### src/rtl/if_id_instr_buffer.sv
// IF/ID instruction buffer: a small FIFO between fetch and decode. Fetched
// {pc, instr} words are queued, and the head entry is presented already split
// into opcode/rd/rs1/imm17, together with the extension select for the
// immediate extender. A flush from a taken branch/jump discards every entry.
module if_id_instr_buffer #(
  parameter int DEPTH = 2,
  parameter int PC_W  = 32
) (
  input  logic                     clk,
  input  logic                     rst_n,
  input  logic                     flush,
  input  logic                     in_valid,
  output logic                     in_ready,
  input  logic [PC_W-1:0]          in_pc,
  input  logic [31:0]              in_instr,
  output logic                     out_valid,
  input  logic                     out_ready,
  output logic [PC_W-1:0]          out_pc,
  output logic [4:0]               out_opcode,
  output logic [4:0]               out_rd,
  output logic [4:0]               out_rs1,
  output logic [16:0]              imm17,
  output logic                     SIG_ExtOp,
  output logic [$clog2(DEPTH):0]   count
);

  localparam int PtrW   = $clog2(DEPTH);
  localparam int CntW   = PtrW + 1;
  localparam int EntryW = PC_W + 32;

  logic [EntryW-1:0] storage [DEPTH];
  logic [PtrW-1:0]   wrPtr;
  logic [PtrW-1:0]   rdPtr;
  logic [CntW-1:0]   occupancy;
  logic              pushEn;
  logic              popEn;
  logic [EntryW-1:0] headEntry;
  logic [31:0]       headInstr;

  // Handshake flags come straight from the registered occupancy, so a pop on
  // a full buffer cannot open in_ready in the same cycle; a flush cancels both.
  always_comb begin
    in_ready  = (occupancy != CntW'(DEPTH));
    out_valid = (occupancy != '0);
    pushEn    = in_valid & in_ready & ~flush;
    popEn     = out_valid & out_ready & ~flush;
  end

  // Entry storage is deliberately not reset; only the pointers define validity.
  always_ff @(posedge clk) begin
    if (pushEn) begin
      storage[wrPtr] <= {in_pc, in_instr};
    end
  end

  // Pointers and occupancy; DEPTH is a power of two so pointers wrap naturally.
  always_ff @(posedge clk or negedge rst_n) begin
    if (!rst_n) begin
      wrPtr     <= '0;
      rdPtr     <= '0;
      occupancy <= '0;
    end else if (flush) begin
      wrPtr     <= '0;
      rdPtr     <= '0;
      occupancy <= '0;
    end else begin
      if (pushEn) begin
        wrPtr <= wrPtr + PtrW'(1);
      end
      if (popEn) begin
        rdPtr <= rdPtr + PtrW'(1);
      end
      case ({pushEn, popEn})
        2'b10:   occupancy <= occupancy + CntW'(1);
        2'b01:   occupancy <= occupancy - CntW'(1);
        default: occupancy <= occupancy;
      endcase
    end
  end

  // Head fields are a pure function of the entry under the read pointer; the
  // logical-immediate opcode group (opcode[4:3] == 01) takes zero extension.
  always_comb begin
    headEntry  = storage[rdPtr];
    headInstr  = headEntry[31:0];
    out_pc     = headEntry[EntryW-1:32];
    out_opcode = headInstr[31:27];
    out_rd     = headInstr[26:22];
    out_rs1    = headInstr[21:17];
    imm17      = headInstr[16:0];
    SIG_ExtOp  = (headInstr[31:30] != 2'b01);
    count      = occupancy;
  end

endmodule

### config.mk
export PLATFORM = sky130hd
export DESIGN_NAME = if_id_instr_buffer
export DESIGN_NICKNAME = d
export VERILOG_FILES = /design/src/rtl/if_id_instr_buffer.sv
export SDC_FILE = /design/constraint.sdc
export NUM_CORES = 1
export LEC_CHECK = 0
export ABC_AREA = 1
export CORE_MARGIN = 2
export CORE_UTILIZATION = 43
export DETAILED_ROUTE_END_ITERATION = 10
export PLACE_DENSITY = 0.76
export SLEW_MARGIN = 20
export SYNTH_ARGS = -nofsm -noshare
export SYNTH_HDL_FRONTEND = slang
export SYNTH_SLANG_ARGS = --single-unit
export TNS_END_PERCENT = 1
### constraint.sdc
create_clock -name clk -period 5.3 [get_ports clk]
set_clock_uncertainty 0.2 [all_clocks]
set_input_delay 1.06 -clock clk [delete_from_list [all_inputs] [get_ports clk]]
set_output_delay 1.06 -clock clk [all_outputs]
set_load 0.005 [all_outputs]
Word level (Yosys, flattened, before mapping)
Memory sizes are Yosys's and may differ from the RTL's.
Cells that the tools add are included.
{"block": "word_totals", "reg_bits": 4, "ramBits": 128, "output_inout_bits": 69, "mem_count": 1}
{"name": "storage", "words": 2, "width": 64, "rd": 1, "rd_clocked_by_memory_dff": 0, "wr": 1, "line": "31", "text": "logic [EntryW-1:0] storage [DEPTH];"}
{"block": "op_classes", "addsub": 4, "n_eq_ne": 4, "mux": 8, "bitwise_logic": 5, "reduce_logical": 4}
{"operator": "1-bit two-way mux", "count": 6}
{"operator": "2-bit nonzero test", "count": 3}
{"operator": "1-bit bitwise AND", "count": 4}
{"operator": "2-bit one-hot mux with 2 select lines", "count": 1}
{"operator": "3-bit nonzero test", "count": 1}
{"operator": "1-bit adder (second input constant)", "count": 2}
{"operator": "2-bit by 1-bit adder with 2-bit output (second input constant)", "count": 1}
{"operator": "2-bit by 1-bit == test with 1-bit output (second input constant)", "count": 1}
{"operator": "2-bit == test (second input constant)", "count": 1}
{"operator": "2-bit two-way mux", "count": 1}
{"operator": "2-bit by 1-bit != test with 1-bit output (second input constant)", "count": 1}
{"operator": "2-bit != test (second input constant)", "count": 1}
{"operator": "2-bit by 1-bit subtractor with 2-bit output (second input constant)", "count": 1}
{"operator": "1-bit inverter", "count": 1}

Depth between registers and ports, before layout
Gate-level depths: netlist (run 1).
{"block": "logic_depth", "word_depth": 6, "ltp_mapped": 9}

Worst setup path after synthesis (run 1)
Ideal clock, no wire load.
{"block": "synth_timing", "path_kind": "input to register", "from": "input port flush", "to": "memory storage[1][0] (netlist name), enable pin", "setup_ns": 0.565, "arrival_time_ns": 5.524, "required_time_ns": 4.535, "setup_slack_ns": -0.990, "path_stages": 1, "cell_sequence": "nor3_1"}
{"block": "synth_via", "elab_chain_cells": 4}
{"element": "start: declaration", "line": "11", "text": "input logic flush,"}
{"element": "1-bit inverter", "line": "45", "text": "pushEn = in_valid & in_ready & ~flush;"}
{"element": "1-bit bitwise AND", "line": "45"}
{"element": "1-bit two-way mux", "line": "51", "text": "if (pushEn) begin"}
{"element": "1-bit two-way mux (not written as such)", "line": "52", "text": "storage[wrPtr] <= {in_pc, in_instr};"}
{"element": "end: declaration", "line": "31"}
Every way passes these cells.

Worst setup path after layout (run 1)
{"block": "layout_timing", "from": "register rdPtr", "to": "output port SIG_ExtOp"}
{"block": "layout_via", "elab_chain_cells": 2}
{"element": "start: declaration", "line": "33", "text": "logic [PtrW-1:0] rdPtr;"}
{"element": "start signal: assignment", "line": "71", "text": "rdPtr <= rdPtr + PtrW'(1);"}
{"element": "memory read 2 x 64 bit"}
{"element": "2-bit by 1-bit != test with 1-bit output", "line": "91", "text": "SIG_ExtOp = (headInstr[31:30] != 2'b01);"}
{"element": "end: declaration", "line": "23", "text": "output logic SIG_ExtOp,"}
Every way passes these cells.

==> metrics, run 1 <==
Slowest-stage cell, CP=sky130_fd_sc_hd__clkinv_2; total setup buffers inserted after CTS=0; CTS H-tree lvls=4; WP data required=4.04 ns; Met1 Routed Length=roughly 3800 microns; CP top delay family=buffers and inverters; run status=finished, final reports clean; number of routed nets with antenna violations=0; largest net degree at the start of global routing=just under 70; Die X-Extent=~110 microns; CP Class=reg -> out; Post-DP HPWL=between 6000 and 7000 microns; number of cells upsized or downsized after cts=0; placed cell count=between 600 and 700; routed length on met3=roughly 700 microns; layout-stage area growth over the synthesis result=42.0%; post-route core utilization=0.620; endpoint arrival time on the critical path=roughly 2.5 ns; sum of internal, switching and leakage power=3110 uW; count of final max-slew check failures=0; Max-slew headroom=0.375; crit path cell chain=clkinv_2 -> o211ai_1 -> clkdlybuf4s50_1; r2r startpoint=count[0]; worst skew pair latency=about 0.40 ns; setup slack on the worst flop-to-flop path=about 2.8 ns; wire length of the first global-routing pass=15100 microns; fraction of synthesized cell area taken by the top area cell type=0.778; initial antenna violation count=0; height of the die=between 100 and 150 microns; delay of the slowest cell on the worst path=around 0.7 ns; Die Footprint=about 0.012 sq mm; via count of the first global-routing pass=around 3k; row cnt=39; quantity of I/O buffers inserted on ports=137; Min-Delay Startpoint=wrPtr; Pwr Density=about 440 mW/mm^2; Post-CTS Hold Fix Bufs=0; cell type with the highest aggregate area in the netlist=sky130_fd_sc_hd__edfxtp_1; area occupied by multi-input gates=around 900 sq um; initial core utilization=0.437; synth top area cells=sky130_fd_sc_hd__edfxtp_1 78%, sky130_fd_sc_hd__nand2_1 15%, sky130_fd_sc_hd__dfrtp_1 2.0%, sky130_fd_sc_hd__buf_2 1.0%, sky130_fd_sc_hd__nand2_2 0.51%; DRC errors left=0; placed cell areas=around 0.0065 sq mm; path category of the worst min-delay check=reg -> reg; category of the worst setup path launch point=register; area of all placed cells without fillers=0.00702 sq mm; library cells used by synthesis=18; total congestion overflow=0; count of cells along the worst register-to-register path=7; timing-limited maximum frequency=~270 MHz; Post-Synthesis Mean Instance Area=~13 sq um; maximum capacitance violations=0; share of the clock period used by the worst path after layout=0.702; number of non-filler instances in the completed layout=678; Filler Cell Count=~900; worst hold stages=2; wire length per cell after detailed routing=roughly 14 microns; sum of negative setup slack=0 ns; first drt pass iteration count=4; clk sink count=between 100 and 150; endpoint of the worst hold-timing path=wrPtr; Seq cells post-synth=132; crit end category=output port; most common cell after layout, fill and taps aside=sky130_fd_sc_hd__nand2_1; diode insertion count for antenna repair=0; clock buffer count from CTS=17; actual transition at the worst max-transition pin=between 0.9 and 1 ns; Post-Syn Nets=roughly 450; clock slew seen by the registers of the worst setup and hold paths=~0.050 ns; number of failing setup endpoints in the final timing report=0; global routing usage summed across all routing layers=0.160; Layout Nets=591; static power due to leakage=approximately 0.0027 uW; commonest cells after routing, fill and taps aside=202 x sky130_fd_sc_hd__nand2_1, 137 x sky130_fd_sc_hd__clkdlybuf4s50_1, 128 x sky130_fd_sc_hd__edfxtp_1; unrepaired setup endpoints after global routing=no; total buffers and inverters traversed by the critical path=2; post-synthesis instance total=about 380; cell chosen for the clock root=sky130_fd_sc_hd__clkbuf_16; part of the Yosys area used for sequential elements=0.798; vias=between 3k and 4k; Hold Fails Final Rpt=0; Final GP Congestion=between 0.7 and 0.8; TritonCTS clock tree=built; highest layer used for signal routing=met4; Placeable Area=0.0113 sq mm; IR drop worst, VDD=0.000200 V; Yosys warnings=0; share of final-layout standard cells stronger than drive strength 1=0.0860; total wire length after detailed routing=9600 microns; top-level port count=between 100 and 150; highest fanout seen on the critical path=68; Starting DRT DRC Count=199; minimum period implied by the final worst setup slack=around 3.7 ns; Bufs on Longest Clock Path=2; Detail Route met2 WL=~5000 microns; via density per instance=approximately 4.7; post-synthesis instance area=approximately 0.0049 sq mm; Seq. cell area=0.00395 sq mm; endpoint of the lowest-slack register-to-register path=storage[0][23]
sequential cells by signal, indices dropped and copies added, names as in the netlist:
name     cells
storage    128
count        2
rdPtr        1
wrPtr        1
synthesized netlist by cell type (all sizes together):
cell type / count
o211ai: 1
inv: 10
nand2: 208
dfrtp: 4
nor3: 1
buf: 14
nand3b: 1
o21ai: 3
nand3: 2
nor2: 3
a21oi: 2
edfxtp: 128
layout make-up:
class,count,share of cell area
tap,143,0.0255
sequential,132,0.562
clock inverter,13,0.0192
inverter,10,0.00552
multi-input combinational,221,0.128
timing repair buffer,140,0.199
clock buffer,19,0.0617
worst max-delay path by stage:
stage,depth (start not counted),end,slack (ns),start
finish,3,SIG_ExtOp,1.58,rdPtr
global route,5,SIG_ExtOp,1.35,rdPtr
CTS,4,SIG_ExtOp,1.50,rdPtr
detailed placement,6,storage[0][19],1.77,in_valid
global placement,6,storage[0][19],1.80,in_valid
floorplan,2,storage[1][0],1.05,in_valid
tightest hold or removal path, cell delays in order, from the launching register on:
cell                      delay [ns]
sky130_fd_sc_hd__dfrtp_1        0.33
sky130_fd_sc_hd__inv_1          0.08
sky130_fd_sc_hd__o21ai_1        0.15
report_power, final:
part	internal [uW]	total [uW]	switching [uW]
clock	689	1100	409
sequential	1250	1280	30.0
combinational	379	731	352
total	2320	3110	791
per-layer routing:
metal | vias to the layer above | track usage
met5 | - | 0
met4 | 0 | 0.0593
met3 | 16 | 0.0634
met2 | 120 | 0.273
met1 | 1484 | 0.181
li1 | 1560 | -
through the flow:
step | hold slack (ns) | worst slack [ns]
global placement | 0.366 | 1.80
CTS | 0.403 | 1.50
detailed placement | 0.381 | 1.77
global route | 0.448 | 1.35
floorplan | 0.307 | 1.05
finish | 0.395 | 1.58
kinds of logic after synthesis:
logic type             share of synthesized area
AO/OA/AOI/OAI                            0.00734
buffers and inverters                     0.0230
flip-flops                                 0.798
AND/OR/NAND/NOR                            0.172
Power figures use the tool's default switching activity.
==> inputs of run 2 (changes only) <==
- clock period: 5.3 -> 3.2 ns (I/O delays scaled with it)
==> metrics, run 2 (synthesis gave the netlist of run 1 again) <==
global routing usage summed across all routing layers=0.169; actual transition at the worst max-transition pin=~0.65 ns; number of cells upsized or downsized after cts=0; clock slew seen by the registers of the worst setup and hold paths=about 0.050 ns; Post-DP HPWL=about 6600 microns; via count of the first global-routing pass=around 3.2k; wire length of the first global-routing pass=approximately 16000 microns; Max-slew headroom=0.568; maximum capacitance violations=0; count of final max-slew check failures=0; layout-stage area growth over the synthesis result=43.6%; Filler Cell Count=between 800 and 900; top-level port count=about 140; Hold Fails Final Rpt=0; worst hold margin=~0.26 ns; largest net degree at the start of global routing=65; share of final-layout standard cells stronger than drive strength 1=0.0946; post-route core utilization=0.627; CTS H-tree lvls=4; highest fanout seen on the critical path=63; run status=finished, final reports clean; diode insertion count for antenna repair=0; TritonCTS clock tree=built; count of cells along the worst register-to-register path=7; total wire length after detailed routing=10300 microns; Bufs on Longest Clock Path=2; total setup buffers inserted after CTS=0; commonest cells after routing, fill and taps aside=202 x sky130_fd_sc_hd__nand2_1, 137 x sky130_fd_sc_hd__clkdlybuf4s50_1, 128 x sky130_fd_sc_hd__edfxtp_1; number of routed nets with antenna violations=0; initial core utilization=0.437; row cnt=39; max FFs per register=roughly 130; Die X-Extent=about 110 microns; static power due to leakage=around 0.0028 uW; r2r startpoint=count[0]; height of the die=111 microns; worst skew pair latency=about 0.40 ns; first drt pass iteration count=4; clock buffer count from CTS=17; path category of the worst min-delay check=in -> async; register with the most flip-flops=storage; setup slack on the worst flop-to-flop path=approximately 1.3 ns; CP Class=reg -> out; Layout Nets=595; sum of negative setup slack=0 ns; unrepaired setup endpoints after global routing=no; Die Footprint=roughly 0.012 sq mm; minimum period implied by the final worst setup slack=3.04 ns; endpoint arrival time on the critical path=between 2 and 2.5 ns; vias=3260; DRC errors left=0; Placeable Area=0.0113 sq mm; initial antenna violation count=0; crit end category=output port; IR drop worst, VDD=0.000373 V; total congestion overflow=0; cell chosen for the clock root=sky130_fd_sc_hd__clkbuf_16; endpoint of the lowest-slack register-to-register path=storage[0][8]; category of the worst setup path launch point=register; Post-CTS Hold Fix Bufs=0; quantity of I/O buffers inserted on ports=approximately 140; clk sink count=approximately 130; Starting DRT DRC Count=between 150 and 200; number of failing setup endpoints in the final timing report=0; via density per instance=4.78; Final GP Congestion=0.791; most common cell after layout, fill and taps aside=sky130_fd_sc_hd__nand2_1; WP data required=2.36 ns; share of the clock period used by the worst path after layout=0.949; wire length per cell after detailed routing=15.1 microns; timing-limited maximum frequency=approximately 330 MHz; Pwr Density=between 700 and 800 mW/mm^2
==> run 2: cell types whose count changed in the layout (fill, tap and decap cells not counted) <==
cell,delta
sky130_fd_sc_hd__clkinv_4,-1
sky130_fd_sc_hd__inv_2,+1
sky130_fd_sc_hd__bufinv_16,+1
sky130_fd_sc_hd__clkbuf_1,-1
sky130_fd_sc_hd__buf_12,+2
sky130_fd_sc_hd__buf_4,+2
==> run 2: cell type report <==
cell class | instances | area [sq um] | share of cell area
Clock buffer | 18 | 429 | 0.0605
Clock inverter | 14 | 161 | 0.0227
Inverter | 10 | 37.5 | 0.00529
Multi-Input combinational cell | 221 | 897 | 0.126
Sequential cell | 132 | 3950 | 0.556
Tap cell | 143 | 179 | 0.0252
Timing Repair Buffer | 144 | 1450 | 0.204
==> run 2: critical path, stage by stage (launching register included) <==
cell and delay, ns:
sky130_fd_sc_hd__dfrtp_2 0.36, sky130_fd_sc_hd__buf_4 0.54, sky130_fd_sc_hd__nand2_1 0.11, sky130_fd_sc_hd__nand2_1 0.15
sky130_fd_sc_hd__o211ai_1 0.14, sky130_fd_sc_hd__clkdlybuf4s50_1 0.49
==> run 2: per-layer routing <==
layer  GRT usage  part of all wire  vias to the layer above
li1            -                 -                     1571
met1       0.207              0.41                     1556
met2       0.280              0.51                      120
met3      0.0547             0.070                       13
met4      0.0675             0.014                        0
met5           0                 0                        -
==> run 2: worst max-delay path by stage <==
stage	from	to	slack (ns)	depth (start not counted)
finish	rdPtr	SIG_ExtOp	0.16	5
global route	rdPtr	SIG_ExtOp	0.004	5
CTS	rdPtr	SIG_ExtOp	0.1	5
detailed placement	rdPtr	SIG_ExtOp	0.55	5
global placement	rdPtr	SIG_ExtOp	0.58	5
floorplan	in_valid	storage[1][0]	0.35	2
==> run 2: power by group <==
group	switching [uW]	total, uW	internal [uW]
registers	52.1	2120	2070
clock network	691	1910	1220
logic	597	1250	650
==> run 2: per-stage QoR <==
step / power, uW / std cells / area (sq um) / setup slack [ns]
after floorplan: 2670 / 377 / 4950 / 0.346
after global placement: 3380 / 650 / 6510 / 0.582
after detailed placement: 3420 / 650 / 6510 / 0.553
after CTS: 5340 / 682 / 7100 / 0.0971
after global routing: 5510 / 682 / 7100 / 0.00351
final: 5280 / 682 / 7100 / 0.162
==> inputs of run 3 (changes only) <==
- GPL_TIMING_DRIVEN: not set -> 0
==> metrics, run 3 (synthesis gave the netlist of run 1 again) <==
maximum capacitance violations=0; crit end category=output port; Layout Nets=about 610; WP data required=~2.4 ns; crit path cell chain=buf_2 -> inv_2 -> buf_4 -> buf_4 -> nand2_1 -> nand2_1 -> clkdlybuf4s50_1; Starting DRT DRC Count=116; largest net degree at the start of global routing=37; row cnt=39; clock share of power=0.355; max FFs per register=128; unrepaired setup endpoints after global routing=no; Final GP Congestion=approximately 0.73; commonest cells after routing, fill and taps aside=202 x sky130_fd_sc_hd__nand2_1, 137 x sky130_fd_sc_hd__clkdlybuf4s50_1, 128 x sky130_fd_sc_hd__edfxtp_1; total setup buffers inserted after CTS=0; total congestion overflow=0; Max-slew headroom=0.505; Slowest-stage cell, CP=sky130_fd_sc_hd__clkdlybuf4s50_1; post-route core utilization=0.632; number of routed nets with antenna violations=0; share of final-layout standard cells stronger than drive strength 1=0.107; worst skew pair latency=~0.4 ns; diode insertion count for antenna repair=0; highest fanout seen on the critical path=10; layout-stage area growth over the synthesis result=44.8%; P_int=3950 uW; TritonCTS clock tree=built; Die Footprint=0.0124 sq mm; category of the worst setup path launch point=register; static power due to leakage=0.00281 uW; minimum period implied by the final worst setup slack=2.92 ns; actual transition at the worst max-transition pin=0.740 ns; initial core utilization=0.437; total wire length after detailed routing=approximately 10000 microns; endpoint arrival time on the critical path=approximately 2.1 ns; vias=approximately 3.2k; Post-CTS Hold Fix Bufs=0; IR drop worst, VDD=0.000380 V; delay of the slowest cell on the worst path=~0.5 ns; clock slew seen by the registers of the worst setup and hold paths=~0.050 ns; worst hold margin=around 0.25 ns; Die X-Extent=about 110 microns; first drt pass iteration count=4; Bufs on Longest Clock Path=2; most common cell after layout, fill and taps aside=sky130_fd_sc_hd__nand2_1; initial antenna violation count=0; Post-DP HPWL=6910 microns; clock buffer count from CTS=17; wire length per cell after detailed routing=14.6 microns; global routing usage summed across all routing layers=0.169; part of the total power dissipated in combinational logic=0.242; clk sink count=~130; Sw Ratio=0.249; Hold Fails Final Rpt=0; CP Class=reg -> out; Seq pwr share=0.403; path category of the worst min-delay check=in -> async; top-level port count=approximately 140; DRC errors left=0; number of cells upsized or downsized after cts=0; via density per instance=4.63; quantity of I/O buffers inserted on ports=about 140; height of the die=between 100 and 150 microns; final worst slack=0.284 ns; reported net switching power=1310 uW; count of final max-slew check failures=0; share of the clock period used by the worst path after layout=0.911; wire length of the first global-routing pass=around 16000 microns; run status=finished, final reports clean; Placeable Area=0.0113 sq mm; number of failing setup endpoints in the final timing report=0; Post-Place Worst Slack=around 0.36 ns; cell chosen for the clock root=sky130_fd_sc_hd__clkbuf_16; register with the most flip-flops=storage; sum of negative setup slack=0 ns; placed cell count=662; number of non-filler instances in the completed layout=693; timing-limited maximum frequency=roughly 340 MHz; via count of the first global-routing pass=between 3k and 4k; Pwr Density=~730 mW/mm^2; CTS H-tree lvls=4
==> run 3: cell count changes in the layout (fill, tap and decap cells not counted), sizes merged <==
cell / before / now
buf: 7 / 19
clkbuf: 18 / 19
clkinv: 8 / 9
clkinvlp: 2 / 0
inv: 11 / 10
==> run 3: power groups by stage <==
| stage | Sequential [uW] | Clock (uW) | Combinational (uW) |
|---|---|---|---|
| 6_report | 2120 | 1870 | 1270 |
| 2_1_floorplan | 2150 | 0 | 520 |
| 3_5_place_dp | 2150 | 0 | 1290 |
| 3_3_place_gp | 2160 | 0 | 1250 |
| 4_1_cts | 2120 | 1910 | 1300 |
| 5_1_grt | 2130 | 1990 | 1400 |
==> run 3: layout make-up <==
type                            instances  area (sq um)
Clock inverter                         12           139
Inverter                               10          40.0
Buffer                                 14          76.3
Fill cell                             872          4160
Tap cell                              143           179
Timing Repair Buffer                  142          1450
Sequential cell                       132          3940
Clock buffer                           19           433
Multi-Input combinational cell        221           897
==> run 3: path summary, 6_finish.rpt <==
kind / from / endpoint / slack, ns / depth (start not counted)
min in group clk: wrPtr / wrPtr / 0.37 / 2
min reg2reg: wrPtr / wrPtr / 0.37 / 2
min: rst_n / rdPtr / 0.25 / 1
max in group asynchronous: rst_n / count[1] / 2.37 / 1
max reg2reg: count[0] / storage[1][0] / 0.99 / 6
max: rdPtr / out_pc[1] / 0.28 / 7
==> run 3: critical path, delay by kind of cell (launching register included) <==
family	cells	cell delay, ns
buf+inv	5	1.20
simple gates	2	0.13
flops	1	0.35
==> run 3: per-layer routing <==
| layer | part of all wire | global-route usage |
|---|---|---|
| met3 | 0.056 | 0.0645 |
| met2 | 0.52 | 0.283 |
| met5 | 0 | 0 |
| met4 | 0.0016 | 0.0527 |
| met1 | 0.42 | 0.202 |
==> run 3: metrics by stage <==
step | cell area (sq um) | power, uW
after global placement | 6500 | 3400
after CTS | 7160 | 5330
final | 7160 | 5260
after floorplan | 4950 | 2670
after detailed placement | 6590 | 3440
after global routing | 7160 | 5520
